$ cat src/rtl/kp_serializer.sv
// kp_serializer
//
// Output-side serializer for the ECC scalar-multiplication datapath. Captures
// the affine result words kP.x and kP.y on a one-cycle start strobe and
// streams them over a narrow bus, most-significant nibble first: all of x,
// then all of y. A downstream hold freezes the stream without dropping or
// repeating nibbles. A one-cycle done pulse follows the last nibble.
//
// Parameters:
//   WORD_W  width of each result coordinate (default 32)
//   NIB_W   width of the output bus (default 4); WORD_W must be a multiple
//
// Ports:
//   i_clk    in   1       clock, rising edge
//   i_rst_n  in   1       asynchronous active-low reset
//   i_start  in   1       result words valid (ignored while busy)
//   i_x      in   WORD_W  kP.x, normal form
//   i_y      in   WORD_W  kP.y, normal form
//   i_hold   in   1       downstream stall, freezes the stream
//   o_busy   out  1       a frame is in flight
//   o_ready  out  1       o_kP carries a valid nibble this cycle
//   o_kP     out  NIB_W   current output nibble
//   o_done   out  1       one-cycle pulse after the last nibble

module kp_serializer #(
  parameter int unsigned WORD_W = 32,
  parameter int unsigned NIB_W  = 4
) (
  input  logic              i_clk,
  input  logic              i_rst_n,
  input  logic              i_start,
  input  logic [WORD_W-1:0] i_x,
  input  logic [WORD_W-1:0] i_y,
  input  logic              i_hold,
  output logic              o_busy,
  output logic              o_ready,
  output logic [NIB_W-1:0]  o_kP,
  output logic              o_done
);

  localparam int unsigned NIBS = WORD_W / NIB_W;
  // Keep the counter at least one bit wide even for a single-nibble word.
  localparam int unsigned CntW = (NIBS > 1) ? $clog2(NIBS) : 1;
  localparam logic [CntW-1:0] CntLast = CntW'(NIBS - 1);

  typedef enum logic [1:0] {
    StIdle,
    StSendX,
    StSendY
  } state_e;

  state_e            state_q, state_d;
  logic [CntW-1:0]   cnt_q, cnt_d;
  logic [WORD_W-1:0] x_q, x_d;
  logic [WORD_W-1:0] y_q, y_d;
  logic              done_q, done_d;

  // A send cycle that is not stalled: the current nibble is consumed.
  logic advance;
  // The nibble on the bus is the last one of the current word.
  logic last;

  always_comb begin
    advance = (state_q != StIdle) && !i_hold;
    last    = (cnt_q == CntLast);
  end

  // ---------------------------------------------------------------------------
  // FSM: state register
  // ---------------------------------------------------------------------------
  always_ff @(posedge i_clk or negedge i_rst_n) begin
    if (!i_rst_n) begin
      state_q <= StIdle;
    end else begin
      state_q <= state_d;
    end
  end

  // ---------------------------------------------------------------------------
  // FSM: next-state logic
  // ---------------------------------------------------------------------------
  always_comb begin
    state_d = state_q;
    unique case (state_q)
      StIdle: begin
        if (i_start) begin
          state_d = StSendX;
        end
      end
      StSendX: begin
        if (advance && last) begin
          state_d = StSendY;
        end
      end
      StSendY: begin
        if (advance && last) begin
          state_d = StIdle;
        end
      end
      default: state_d = StIdle;
    endcase
  end

  // ---------------------------------------------------------------------------
  // FSM: output decode (registered state, shift registers and i_hold only)
  // ---------------------------------------------------------------------------
  always_comb begin
    o_busy  = 1'b0;
    o_ready = 1'b0;
    o_kP    = '0;
    unique case (state_q)
      StSendX: begin
        o_busy  = 1'b1;
        o_ready = !i_hold;
        o_kP    = x_q[WORD_W-1 -: NIB_W];
      end
      StSendY: begin
        o_busy  = 1'b1;
        o_ready = !i_hold;
        o_kP    = y_q[WORD_W-1 -: NIB_W];
      end
      default: begin
        o_busy  = 1'b0;
        o_ready = 1'b0;
        o_kP    = '0;
      end
    endcase
  end

  assign o_done = done_q;

  // ---------------------------------------------------------------------------
  // Datapath: capture, shift and nibble count
  // ---------------------------------------------------------------------------
  always_comb begin
    x_d    = x_q;
    y_d    = y_q;
    cnt_d  = cnt_q;
    done_d = 1'b0;
    unique case (state_q)
      StIdle: begin
        if (i_start) begin
          x_d   = i_x;
          y_d   = i_y;
          cnt_d = '0;
        end
      end
      StSendX: begin
        if (advance) begin
          x_d   = x_q << NIB_W;
          // The word change clears the count; it never wraps on its own.
          cnt_d = last ? '0 : cnt_q + CntW'(1);
        end
      end
      StSendY: begin
        if (advance) begin
          y_d    = y_q << NIB_W;
          cnt_d  = last ? '0 : cnt_q + CntW'(1);
          done_d = last;
        end
      end
      default: begin
        x_d    = x_q;
        y_d    = y_q;
        cnt_d  = cnt_q;
        done_d = 1'b0;
      end
    endcase
  end

  always_ff @(posedge i_clk or negedge i_rst_n) begin
    if (!i_rst_n) begin
      x_q    <= '0;
      y_q    <= '0;
      cnt_q  <= '0;
      done_q <= 1'b0;
    end else begin
      x_q    <= x_d;
      y_q    <= y_d;
      cnt_q  <= cnt_d;
      done_q <= done_d;
    end
  end

endmodule

$ cat config.mk
export PLATFORM = sky130hd
export DESIGN_NAME = kp_serializer
export DESIGN_NICKNAME = d
export VERILOG_FILES = /design/src/rtl/kp_serializer.sv
export SDC_FILE = /design/constraint.sdc
export NUM_CORES = 1
export LEC_CHECK = 0
export ABC_AREA = 1
export BUFFER_PORTS_ARGS = -buffer_cell sky130_fd_sc_hd__buf_2
export CAP_MARGIN = 20
export CORE_UTILIZATION = 54
export DETAILED_ROUTE_END_ITERATION = 16
export GPL_ROUTABILITY_DRIVEN = 0
export PLACE_DENSITY = 0.79
export SLEW_MARGIN = 10
export SYNTH_ARGS = -nofsm -noshare
export SYNTH_HDL_FRONTEND = slang
export SYNTH_SLANG_ARGS = --single-unit
$ cat constraint.sdc
create_clock -name i_clk -period 2.29 [get_ports i_clk]
set_clock_uncertainty 0.1 [all_clocks]
set_input_delay 0.458 -clock i_clk [delete_from_list [all_inputs] [get_ports i_clk]]
set_output_delay 0.458 -clock i_clk [all_outputs]
set_load 0.1 [all_outputs]
* Word-level counts from Yosys, hierarchy flattened
Cells that the tools add are included.
Word-level totals: register bits after elaboration 70, bits in latches 0, RAM bits 0, bits in read-only memories 0, output and inout port bits 7, logic and storage cells 47, memories 0
Cells by class: $add $sub $neg 1, multipliers 0, div/mod/pow operators 0, $lt $le $gt $ge 0, equality and inequality tests 9, shift operators 0, muxes and demuxes 19, bitwise operators 0, reduce and logical (&&, ||, !) cells 13
Operator list (count):
- two-way mux 32 bit | 4
- case mux 32 bit (2 select lines) | 2
- AND reduction 3 bit | 4
- != test 2 bit, second input constant | 5
- two-way mux 3 bit | 3
- case mux 4 bit (2 select lines) | 1
- nonzero test 2 bit | 4
- two-way mux 2 bit | 3
- case mux 2 bit (3 select lines) | 1
- case mux 3 bit (2 select lines) | 1
- two-way mux 1 bit | 4
- adder 3 x 1 -> 3 bit, second input constant | 1
- equality test 3 bit, second input constant | 1
- equality test 2 x 1 -> 1 bit, second input constant | 1
- equality test 2 bit, second input constant | 1
- logical AND 1 bit | 2
- logical NOT 2 bit | 1
- != test 2 x 1 -> 1 bit, second input constant | 1
- OR reduction 2 bit | 1
- logical NOT 1 bit | 1

* Logic depth before layout (Yosys ltp)
Gate-level depths: netlist (run 1).
depth after elaboration 5, mapped depth 9, mapped depth without buffers 8

* Least setup slack after synthesis (run 1)
No wires, ideal clock.
kind register to output, start register state_q[0], end output o_kP[0], arrival 3.052 ns, data required time 1.732 ns, path slack -1.320 ns, cell stages (with the launch flop) 5, buffers on the path 0, cells stage by stage dfrtp_1 -> inv_1 -> ha_1 -> inv_1 -> a21oi_1
Between the ends: word-level cells in the longest chain between the ends 2, elaborated cells on any way between the ends 3
Ends and longest elaborated chain:
- from (decl) | line 52 | state_e state_q, state_d;
- from (signal assigned) | line 73 | state_q <= StIdle;
- from (signal assigned) | line 75 | state_q <= state_d;
- equality test 2 bit / equality test 2 x 1 -> 1 bit (equally long branches) | line 111 | unique case (state_q)
- case mux 4 bit (2 select lines) * | line 111
- to (decl) | line 37 | output logic [NIB_W-1:0] o_kP,
Every way passes the cells marked *; elsewhere a longest branch is shown, timed or not.

* Final worst setup path (run 1)
start register state_q[1], end output o_kP[1]
The elaborated chain is that of the path after synthesis.

==> impl_results.rst, run 1 <==
.. list-table::
   :header-rows: 1

   * - Metric
     - Value
   * - Result of the run
     - finished clean
   * - Ratio of routed vias to standard cells
     - between 5 and 6
   * - Fraction of final layout cells with drive strength greater than 1
     - around 21%
   * - Boundary pin count
     - 75
   * - Crit path time final
     - around 2.2 ns
   * - Die extent in x
     - 85.2 microns
   * - Largest net degree at the start of global routing
     - 71
   * - Maximum fanout along the worst path
     - 4
   * - Count of antenna-violating nets left after detailed routing
     - 0
   * - Max Clk Rate
     - 451 MHz
   * - Crit path setup slack, layout
     - between 0.07 and 0.08 ns
   * - 1st-pass router iterations
     - 4
   * - Clock tree from TritonCTS
     - done
   * - Type of the most critical hold path
     - in2async
   * - Synthesized net count
     - 604
   * - Cell area after synthesis
     - 3730 sq um
   * - Number of buffers inserted by port buffering
     - 74
   * - Detailed placer's ending HPWL
     - between 5000 and 6000 microns
   * - Clock transition at the register clock pins on the worst setup and hold paths after CTS
     - around 0.080 ns
   * - Reg-to-reg critical path startpoint
     - state_q[1]
   * - Remaining global-route overflow
     - 0
   * - Max-cap violations
     - 0
   * - Floorplan die area
     - approximately 7300 sq um
   * - Clock insertion delay at the later pin of the skew report
     - roughly 0.33 ns
   * - Synthesized instance count
     - 530
   * - Category of the critical setup timing path
     - reg2out
   * - Worst ir drop on vdd
     - between 1000 and 1500 uV
   * - Number of placement rows
     - 29
   * - DP Area
     - roughly 4300 sq um
   * - Number of hold-repair buffers added at the cts stage
     - 0
   * - Vias
     - roughly 3500
   * - Reg-to-reg setup timing slack
     - around 0.44 ns
   * - Clock root buffer
     - sky130_fd_sc_hd__clkbuf_8
   * - Post-Route Hold Slack
     - around 0.021 ns
   * - Reg2reg path depth
     - 7
   * - Initial DRC Count
     - about 240
   * - Count of synthesis-stage warnings from yosys
     - 0
   * - Total number of clock tree sinks
     - 70
   * - Seq. cell area
     - roughly 1800 sq um
   * - Wire length of the first global-routing pass
     - about 15000 microns
   * - Post-synthesis average cell area
     - 7.04 sq um
   * - DRC violation count after routing
     - 0
   * - Number of CTS-inserted buffers
     - 9
   * - Layout filler cell count
     - roughly 540
   * - Routed len/inst
     - approximately 13 microns
   * - Worst max-slew margin expressed relative to the limit
     - roughly 67%
   * - Starting utilization of the core area
     - 57.5%
   * - Arrival time reported for the critical path endpoint
     - ~1.7 ns
   * - Worst Setup End Kind
     - output port
   * - Number of register bits inferred by synthesis
     - 70
   * - Worst flop-to-flop path endpoint
     - x_q[27]
   * - Worst slew pin tran
     - 0.499 ns
   * - Initial antenna violation count
     - 0
   * - Max Slew Vio Count
     - 0
   * - Setup violation total in the final timing report
     - 0
   * - Leakage power of the design
     - between 2 and 3 nW
   * - # diodes
     - 0
   * - Core Region
     - roughly 6500 sq um
   * - Layout Area Growth over Synthesis
     - 21.8%
   * - Endpoints failing hold
     - 0
   * - Total area of multi-input combinational cells
     - 1840 sq um
   * - Number of buffers between clock root and the deepest sink
     - 2
   * - Power Dens Cells
     - 1470 nW/um^2
   * - Share of the core filled with cells in the final layout
     - between 70% and 80%
   * - Chip height
     - 85.2 microns
   * - Count of distinct cell types in the synthesized netlist
     - 14
   * - Nets
     - about 670
   * - Ratio of final minimum period to clock period
     - 96.9%
   * - Number of global-route vias before repair
     - approximately 3400
   * - Worst Setup Slack post-DPL
     - 0.315 ns
   * - Overall global routing resource usage
     - approximately a quarter
   * - Detailed Route WL
     - 8540 microns
   * - H-tree level count
     - 3
   * - Fraction of the yosys area taken by sequential cells
     - 46.9%
   * - Post-route design area
     - 4550 sq um
   * - Kind of launch point of the worst setup path
     - flip-flop
   * - Required time of the worst setup path
     - ~1.7 ns
where the power goes:
group / switching, mW / internal (mW)
Sequential: 0.309 / 1.82
Combinational: 2.32 / 1.23
Clock: 0.447 / 0.558
Total: 3.08 / 3.61
cells by family after synthesis:
family                     share of synthesized area (%)
DFF                                                 46.9
buffers and inverters                               5.60
adders and majority gates                           2.01
AOI/OAI and AO/OA                                   1.41
and+or+nand+nor                                     44.1
how the worst max path moves through the flow:
stage | start | end | slack, ns | cells past startpoint
final | state_q[1] | o_kP[1] | 0.07 | 6
after global routing | state_q[0] | o_kP[0] | -0.01 | 6
after CTS | state_q[1] | o_kP[2] | 0.02 | 5
after detailed placement | state_q[0] | o_kP[1] | 0.32 | 5
after global placement | state_q[0] | o_ready | 0.38 | 5
after floorplan | state_q[0] | o_kP[0] | -0.04 | 4
through the flow:
stage                     TNS, ns  power (mW)  std cells
after detailed placement        0        5.53        660
final                           0        6.68        680
after CTS                       0        6.66        678
after floorplan            -0.149        4.73        530
after global routing      -0.0170        7.23        680
after global placement          0        5.40        660
synth_stat cells:
| master | count | share of area, % |
|---|---|---|
| sky130_fd_sc_hd__a21oi_1 | 4 | 0.54 |
| sky130_fd_sc_hd__o21ai_4 | 2 | 0.87 |
| sky130_fd_sc_hd__dfrtp_1 | 70 | 47 |
| sky130_fd_sc_hd__clkbuf_1 | 2 | 0.20 |
| sky130_fd_sc_hd__buf_2 | 23 | 3.1 |
| sky130_fd_sc_hd__nand2_2 | 4 | 0.67 |
| sky130_fd_sc_hd__nand3_1 | 62 | 8.3 |
| sky130_fd_sc_hd__inv_1 | 6 | 0.60 |
| sky130_fd_sc_hd__buf_4 | 7 | 1.4 |
| sky130_fd_sc_hd__nor2_1 | 5 | 0.50 |
| sky130_fd_sc_hd__nand3b_1 | 8 | 1.6 |
| sky130_fd_sc_hd__inv_2 | 3 | 0.30 |
| sky130_fd_sc_hd__nand2_1 | 328 | 33 |
| sky130_fd_sc_hd__ha_1 | 6 | 2.0 |
cell usage in the layout (no fill, tap or decap):
| master | count |
|---|---|
| sky130_fd_sc_hd__a21oi_4 | 4 |
| sky130_fd_sc_hd__buf_12 | 10 |
| sky130_fd_sc_hd__buf_2 | 69 |
| sky130_fd_sc_hd__buf_4 | 10 |
| sky130_fd_sc_hd__bufinv_16 | 1 |
| sky130_fd_sc_hd__clkbuf_1 | 1 |
| sky130_fd_sc_hd__clkbuf_8 | 11 |
| sky130_fd_sc_hd__clkinv_2 | 3 |
| sky130_fd_sc_hd__clkinvlp_4 | 1 |
| sky130_fd_sc_hd__dfrtp_1 | 70 |
| sky130_fd_sc_hd__ha_1 | 3 |
| sky130_fd_sc_hd__ha_2 | 2 |
| sky130_fd_sc_hd__ha_4 | 1 |
| sky130_fd_sc_hd__inv_1 | 3 |
| sky130_fd_sc_hd__inv_2 | 5 |
| sky130_fd_sc_hd__nand2_1 | 328 |
| sky130_fd_sc_hd__nand2_2 | 4 |
| sky130_fd_sc_hd__nand3_1 | 62 |
| sky130_fd_sc_hd__nand3b_1 | 8 |
| sky130_fd_sc_hd__nor2_1 | 4 |
| sky130_fd_sc_hd__nor2_4 | 1 |
| sky130_fd_sc_hd__o21ai_4 | 2 |
flip-flops by register name, indices dropped and copies added, names as in the netlist:
signal   count
cnt_q        3
o_done       1
state_q      2
x_q         32
y_q         32
final cells by class:
type                    count  area share (%)
repair buffers             89            13.6
clock inverters             4           0.990
inverters                   9           0.825
multi-input cells         419            40.5
well taps                  77            2.12
clock buffers              12            3.41
flip-flops and latches     70            38.5
critical path, stage by stage, from the launching register on:
cell,delay (ns)
sky130_fd_sc_hd__dfrtp_1,0.40
sky130_fd_sc_hd__inv_2,0.08
sky130_fd_sc_hd__ha_4,0.28
sky130_fd_sc_hd__clkinvlp_4,0.10
sky130_fd_sc_hd__buf_12,0.15
sky130_fd_sc_hd__a21oi_4,0.13
sky130_fd_sc_hd__buf_12,0.19
routing by layer:
layer	routed length [microns]	GRT usage, %	vias to the layer above
met3	465	5.06	7
li1	-	-	1774
met5	0	0	-
met4	69	6.63	0
met2	3990	42.0	95
met1	4010	35.1	1614
what timing repair did:
item / in CTS / in global routing
resized for setup: 2 / 3
pin swaps: 0 / 0
setup buffers: 2 / 2
setup endpoints to repair: 5 / 5
(Power assumes the default switching activity.)
==> run 2, diff against run 1 <==
- CORE_ASPECT_RATIO: not set -> 0.9
==> run 2 against run 1 <==
The flow now finishes with violations (negative hold slack). Clock-buffer cell count decreased by 1. Sequential share of layout area is essentially flat. Global-route usage rose by 0.24 points. Combinational power fell by 4%. Core utilization is 1.3 points lower. Non-clock buffer count is the same. Sequential cell count unchanged. Largest cell class unchanged. Design area about the same.
==> impl_results.rst, run 2 (same netlist as run 1, synthesis figures left out) <==
.. list-table::
   :header-rows: 1

   * - Metric
     - Value
   * - Result of the run
     - finished with violations
   * - Violations in the final reports
     - negative hold slack
   * - Worst slew pin tran
     - 0.604 ns (+0.105 ns)
   * - Switching pwr
     - 3.10 mW (+0.67%)
   * - Most common library cell in the layout ignoring fill and taps
     - sky130_fd_sc_hd__nand2_1
   * - # diodes
     - 0 (unchanged)
   * - Starting utilization of the core area
     - 56.4% (-1.1 points)
   * - Clock tree from TritonCTS
     - done
   * - Setup repair after global routing missed its margin
     - no
   * - Largest net degree at the start of global routing
     - 71 (unchanged)
   * - DP Area
     - 4290 sq um (-0.15%)
   * - Initial DRC Count
     - 214 (-12%)
   * - Sequential power share
     - 32.2% (+0.3 points)
   * - Initial antenna violation count
     - 0 (unchanged)
   * - Count of antenna-violating nets left after detailed routing
     - 0 (unchanged)
   * - Internal power consumption
     - 3.51 mW (-2.7%)
   * - Power Dens Cells
     - 1450 nW/um^2 (-1.2%)
   * - Endpoints failing hold
     - 1 (+1)
   * - Number of CTS-inserted buffers
     - 9 (unchanged)
   * - Total number of clock tree sinks
     - 70 (unchanged)
   * - Remaining global-route overflow
     - 0 (unchanged)
   * - Wire length of the first global-routing pass
     - 14300 microns (-3.1%)
   * - Die extent in x
     - 89.7 microns (+5.3%)
   * - Layout Area Growth over Synthesis
     - 21.9% (about the same)
   * - Max Clk Rate
     - 455 MHz (+0.92%)
   * - Share of the core filled with cells in the final layout
     - 68.7% (-1.3 points)
   * - Post-Route Hold Slack
     - -0.00242 ns (-0.0233 ns)
   * - Proportion of power drawn by the clock network
     - 16.1% (+1.1 points)
   * - Ratio of routed vias to standard cells
     - 5.09 (-0.92%)
   * - Routed len/inst
     - 12.4 microns (-0.91%)
   * - Net switching fraction of the power
     - 46.9% (+0.85 points)
   * - Logic pwr share
     - 51.6% (-1.5 points)
   * - Kind of launch point of the worst setup path
     - flip-flop
   * - Vias
     - 3524 (+0.97%)
   * - Maximum fanout along the worst path
     - 7 (+3)
   * - Crit path time final
     - 2.20 ns (-0.0201 ns)
   * - Max-cap violations
     - 0 (unchanged)
   * - Nets
     - 672 (unchanged)
   * - Number of buffers inserted by port buffering
     - 74 (unchanged)
   * - Overall global routing resource usage
     - 25.8% (+0.24 points)
   * - Leakage power of the design
     - 2.61 nW (-0.31%)
   * - Detailed Route WL
     - 8620 microns (+0.98%)
   * - Worst max-slew margin expressed relative to the limit
     - 59.6% (-7.4 points)
   * - Floorplan die area
     - 7250 sq um (about the same)
   * - Type of the most critical hold path
     - in2async
   * - Setup violation total in the final timing report
     - 0 (unchanged)
   * - Required time of the worst setup path
     - 1.73 ns (about the same)
   * - Fraction of final layout cells with drive strength greater than 1
     - 20.6% (unchanged)
   * - Category of the critical setup timing path
     - reg2out
   * - Clock transition at the register clock pins on the worst setup and hold paths after CTS
     - 0.09 ns (about the same)
   * - Detailed placer's ending HPWL
     - 5630 microns (+0.20%)
   * - Number of buffers between clock root and the deepest sink
     - 2 (unchanged)
   * - Registers with the most flip-flops
     - x_q x32, y_q x32, cnt_q x3
   * - Clock insertion delay at the later pin of the skew report
     - 0.35 ns (+0.02 ns)
   * - Worst ir drop on vdd
     - 1570 uV (+44%)
   * - Max Slew Vio Count
     - 0 (unchanged)
   * - Chip height
     - 80.9 microns (-5.0%)
   * - Clock root buffer
     - sky130_fd_sc_hd__clkbuf_8
   * - Core Region
     - 6620 sq um (+1.9%)
   * - Number of placement rows
     - 28 (-3.4%)
   * - Post-route design area
     - 4550 sq um (about the same)
   * - Worst Setup End Kind
     - output port
   * - Ratio of final minimum period to clock period
     - 96.0% (-0.88 points)
   * - H-tree level count
     - 3 (unchanged)
   * - Most frequent cells in the layout
     - 328 x sky130_fd_sc_hd__nand2_1, 70 x sky130_fd_sc_hd__dfrtp_1, 69 x sky130_fd_sc_hd__buf_2
   * - 1st-pass router iterations
     - 5 (+1)
   * - Number of global-route vias before repair
     - 3196 (-5.2%)
   * - DRC violation count after routing
     - 0 (unchanged)
   * - Boundary pin count
     - 75 (unchanged)
   * - Arrival time reported for the critical path endpoint
     - 1.64 ns (-0.02 ns)
run 2: worst paths after layout:
path                                 start       to  slack (ns)  cells past startpoint
worst max-delay path            state_q[1]  o_kP[0]        0.09                      6
worst min-delay path               i_rst_n  y_q[15]      -0.002                      2
worst max register to register  state_q[1]   y_q[5]        0.38                      7
worst min register to register     y_q[10]  y_q[10]        0.37                      2
max in group asynchronous          i_rst_n   y_q[0]        1.74                      2
min in group i_clk                 i_y[11]  y_q[11]        0.31                      5
run 2: final cells by class:
type / instances / area [sq um]
multi-input combinational: 419 / 1860
clock inverter: 5 / 63.8
fill: 550 / 2070
tap: 90 / 113
sequential: 70 / 1750
clock buffer: 11 / 151
inverter: 9 / 33.8
timing repair buffer: 89 / 574
run 2: repair_timing:
| item | in CTS | in global routing |
|---|---|---|
| resized for setup | 4 | 3 |
| endpoints found under the setup margin | 4 | 5 |
| hold buffers | 0 | 0 |
| buffers inserted | 2 | 0 |
run 2: power by group through the flow:
stage	clock network, mW	logic (mW)	registers, mW
6_report	1.07	3.41	2.13
3_3_place_gp	0	3.24	2.12
4_1_cts	1.09	3.41	2.12
2_1_floorplan	0	2.67	2.06
3_5_place_dp	0	3.34	2.14
5_1_grt	1.13	3.83	2.19
run 2: critical path, cell delays in order, from the launching register on:
cell and delay [ns]:
sky130_fd_sc_hd__dfrtp_1 0.38, sky130_fd_sc_hd__inv_2 0.08, sky130_fd_sc_hd__ha_4 0.27, sky130_fd_sc_hd__inv_1 0.04, sky130_fd_sc_hd__buf_6 0.15, sky130_fd_sc_hd__a21oi_4 0.18, sky130_fd_sc_hd__buf_12 0.20
run 2: stage by stage:
stage | setup slack, ns | instances | hold WS [ns] | total power [mW] | TNS (ns)
final | 0.0916 | 693 | -0.00242 | 6.61 | 0
after detailed placement | 0.133 | 675 | 0.358 | 5.47 | 0
after CTS | 0.00307 | 693 | 0.0259 | 6.61 | 0
after global placement | 0.252 | 675 | 0.353 | 5.35 | 0
after global routing | 0.0215 | 693 | 0.0322 | 7.15 | 0
after floorplan | -0.0372 | 530 | 0.0624 | 4.73 | -0.149
run 2: routing by layer:
layer | part of all wire (%) | GRT usage (%) | up-vias | routed length [microns]
li1 | - | - | 1779 | -
met1 | 47 | 34.8 | 1646 | 4080
met2 | 47 | 41.7 | 92 | 4060
met3 | 4.7 | 6.61 | 7 | 404
met4 | 0.90 | 6.51 | 0 | 78
met5 | 0 | 0 | - | 0
==> run 3, diff against run 2 <==
- BUFFER_PORTS_ARGS: -buffer_cell sky130_fd_sc_hd__buf_2 -> not set
- DONT_BUFFER_PORTS: not set -> 1
- PLACE_DENSITY: 0.79 -> 0.72
- clock period: 2.29 -> 2 ns (I/O delays scaled with it)
==> run 3 against run 2 <==
The run ends with negative hold slack, negative setup slack left. Non-clock buffer count down 61. Sequential share of layout area is 2.5 points higher. Sequential cell count stayed put. First-iteration DRC count increased by 56%. Combinational power grew 21%. Design area shrank 6.0%.
==> impl_results.rst, run 3 (same netlist as run 1, synthesis figures left out) <==
.. list-table::
   :header-rows: 1

   * - Metric
     - Value
   * - Routed len/inst
     - 13.3 microns (+6.6%)
   * - Crit path setup slack, layout
     - -0.0958 ns (-0.187 ns)
   * - Category of the critical setup timing path
     - reg2out
   * - Core Region
     - 6620 sq um (unchanged)
   * - Ratio of final minimum period to clock period
     - 105%
   * - DRC violation count after routing
     - 0 (unchanged)
   * - Setup repair after global routing missed its margin
     - yes
   * - Clock tree from TritonCTS
     - done
   * - Overall global routing resource usage
     - 24.8% (-1.0 points)
   * - Total number of clock tree sinks
     - 70 (unchanged)
   * - Starting utilization of the core area
     - 56.4% (unchanged)
   * - Endpoints failing hold
     - 70 (+69)
   * - Max Clk Rate
     - ~480 MHz
   * - Most common library cell in the layout ignoring fill and taps
     - sky130_fd_sc_hd__nand2_1
   * - Ratio of routed vias to standard cells
     - 5.20 (+2.3%)
   * - Worst Setup End Kind
     - output port
   * - Total area of multi-input combinational cells
     - 1860 sq um (unchanged)
   * - Setup violation total in the final timing report
     - 5 (+5)
   * - Number of buffers between clock root and the deepest sink
     - 2 (unchanged)
   * - Fraction of final layout cells with drive strength greater than 1
     - 11.8% (-8.8 points)
   * - Maximum fanout along the worst path
     - 3 (-4)
   * - Layout Area Growth over Synthesis
     - 14.5%
   * - Clock transition at the register clock pins on the worst setup and hold paths after CTS
     - 0.08 ns (about the same)
   * - Number of CTS-inserted buffers
     - 9 (unchanged)
   * - Worst Setup Slack post-DPL
     - -0.0217 ns (-0.154 ns)
   * - Detailed Route WL
     - 8390 microns (-2.7%)
   * - Result of the run
     - finished with violations
   * - Vias
     - 3287 (-6.7%)
   * - Wire length of the first global-routing pass
     - 13600 microns (-4.7%)
   * - Count of antenna-violating nets left after detailed routing
     - 0 (unchanged)
   * - Worst slew pin tran
     - 0.347 ns (-0.257 ns)
   * - Power Dens Cells
     - 1800 nW/um^2 (+24%)
   * - Required time of the worst setup path
     - 1.50 ns (-0.23 ns)
   * - Initial antenna violation count
     - 0 (unchanged)
   * - Arrival time reported for the critical path endpoint
     - 1.60 ns (-0.04 ns)
   * - Boundary pin count
     - 75 (unchanged)
   * - CP max stage cell
     - sky130_fd_sc_hd__dfrtp_1
   * - Type of the most critical hold path
     - in2async
   * - Number of buffers inserted by port buffering
     - 0 (-100%)
   * - Layout filler cell count
     - 585 (+6.4%)
   * - Nets
     - 611 (-9.1%)
   * - Post-route design area
     - 4280 sq um (-6.0%)
   * - Slowest stage delay, CP
     - 0.38 ns (about the same)
   * - Worst max-slew margin expressed relative to the limit
     - 76.8% (+17 points)
   * - Registers with the most flip-flops
     - x_q x32, y_q x32, cnt_q x3
   * - 1st-pass router iterations
     - 5 (unchanged)
   * - Number of global-route vias before repair
     - 2975 (-6.9%)
   * - Floorplan die area
     - 7250 sq um (unchanged)
   * - Die extent in x
     - 89.7 microns (unchanged)
   * - List of cells traversed by the critical path
     - inv_2 -> ha_4 -> inv_4 -> buf_6 -> a21oi_4 -> buf_12
   * - Clock root buffer
     - sky130_fd_sc_hd__clkbuf_8
   * - Post-Route Hold Slack
     - -0.362 ns (-0.360 ns)
   * - Most frequent cells in the layout
     - 328 x sky130_fd_sc_hd__nand2_1, 70 x sky130_fd_sc_hd__dfrtp_1, 62 x sky130_fd_sc_hd__nand3_1
   * - Max Slew Vio Count
     - 0 (unchanged)
   * - Reg2reg path depth
     - 8 (+1)
   * - Initial DRC Count
     - 333 (+56%)
   * - Chip height
     - 80.9 microns (unchanged)
   * - Largest net degree at the start of global routing
     - 71 (unchanged)
   * - Clock insertion delay at the later pin of the skew report
     - 0.34 ns (about the same)
   * - Detailed placer's ending HPWL
     - 5440 microns (-3.4%)
   * - Kind of launch point of the worst setup path
     - flip-flop
   * - Number of placement rows
     - 28 (unchanged)
   * - Max-cap violations
     - 0 (unchanged)
   * - Violations in the final reports
     - negative hold slack, negative setup slack
   * - Seq. cell area
     - 1750 sq um (unchanged)
   * - H-tree level count
     - 3 (unchanged)
   * - Crit path time final
     - 2.10 ns
   * - Worst ir drop on vdd
     - 2120 uV (+35%)
   * - Leakage power of the design
     - 2.37 nW (-9.4%)
   * - # diodes
     - 0 (unchanged)
   * - Remaining global-route overflow
     - 0 (unchanged)
   * - DP Area
     - 3980 sq um (-7.3%)
-- run 3: cell types whose count changed in the layout (fill, tap and decap cells not counted), sizes merged --
cell and delta:
clkbuf -1, buf -61, inv -1, clkinv -1, clkinvlp +3
-- run 3: layer usage --
layer  vias to the layer above  global-route usage, %  share of wire [%]
met5                         -                      0                  0
met4                         0                   6.51                1.0
li1                       1655                      -                  -
met2                        98                   36.9                 45
met3                         7                   7.42                6.6
met1                      1527                   35.4                 47
-- run 3: what timing repair did --
| item | in CTS | in global routing |
|---|---|---|
| pin swaps | 1 | 1 |
| endpoints found under the setup margin | 5 | 6 |
| hold endpoints to repair | 70 | 70 |
| resized for setup | 9 | 4 |
| setup buffers | 4 | 3 |
-- run 3: path summary, 6_finish.rpt --
check,from,end,slack [ns]
worst min-delay path,i_rst_n,y_q[12],-0.36
min in group i_clk,i_hold,o_done,0.12
worst max-delay path,state_q[0],o_kP[0],-0.1
worst max register to register,state_q[0],x_q[18],0.28
max in group asynchronous,i_rst_n,y_q[27],2.04
worst min register to register,x_q[24],x_q[24],0.37
-- run 3: through the flow --
stage | hold WS (ns) | total power [mW] | setup TNS [ns] | cells | utilization, %
finish | -0.362 | 7.71 | -0.405 | 632 | 64.6
global route | -0.397 | 8.36 | -0.642 | 632 | 64.6
floorplan | 0.00441 | 5.42 | -1.27 | 530 | -
detailed placement | 0.00627 | 6.28 | -0.0648 | 610 | 60.1
global placement | 0.00653 | 6.17 | 0 | 610 | 60.1
CTS | -0.376 | 7.62 | -0.350 | 630 | 64.1
-- run 3: critical path: cells and delay by family, from the launching register on --
| kind | cells | cell delay (ns) |
|---|---|---|
| AOI/OAI and AO/OA | 1 | 0.14 |
| adders and majority gates | 1 | 0.29 |
| buffers and inverters | 4 | 0.44 |
| DFF | 1 | 0.38 |
-- run 3: cell type report --
class | count | area share (%)
Clock inverter | 6 | 1.61
Multi-Input combinational cell | 419 | 43.6
Clock buffer | 10 | 3.22
Tap cell | 90 | 2.63
Sequential cell | 70 | 41.0
Timing Repair Buffer | 28 | 7.14
Inverter | 9 | 0.849
-- run 3: where the power goes --
group / leakage [nW] / total [mW] / switching (mW) / internal (mW)
Sequential: 0.881 / 2.43 / 0.342 / 2.09
Combinational: 1.39 / 4.11 / 2.66 / 1.45
Clock: 0.0912 / 1.17 / 0.561 / 0.613
Total: 2.37 / 7.71 / 3.56 / 4.15
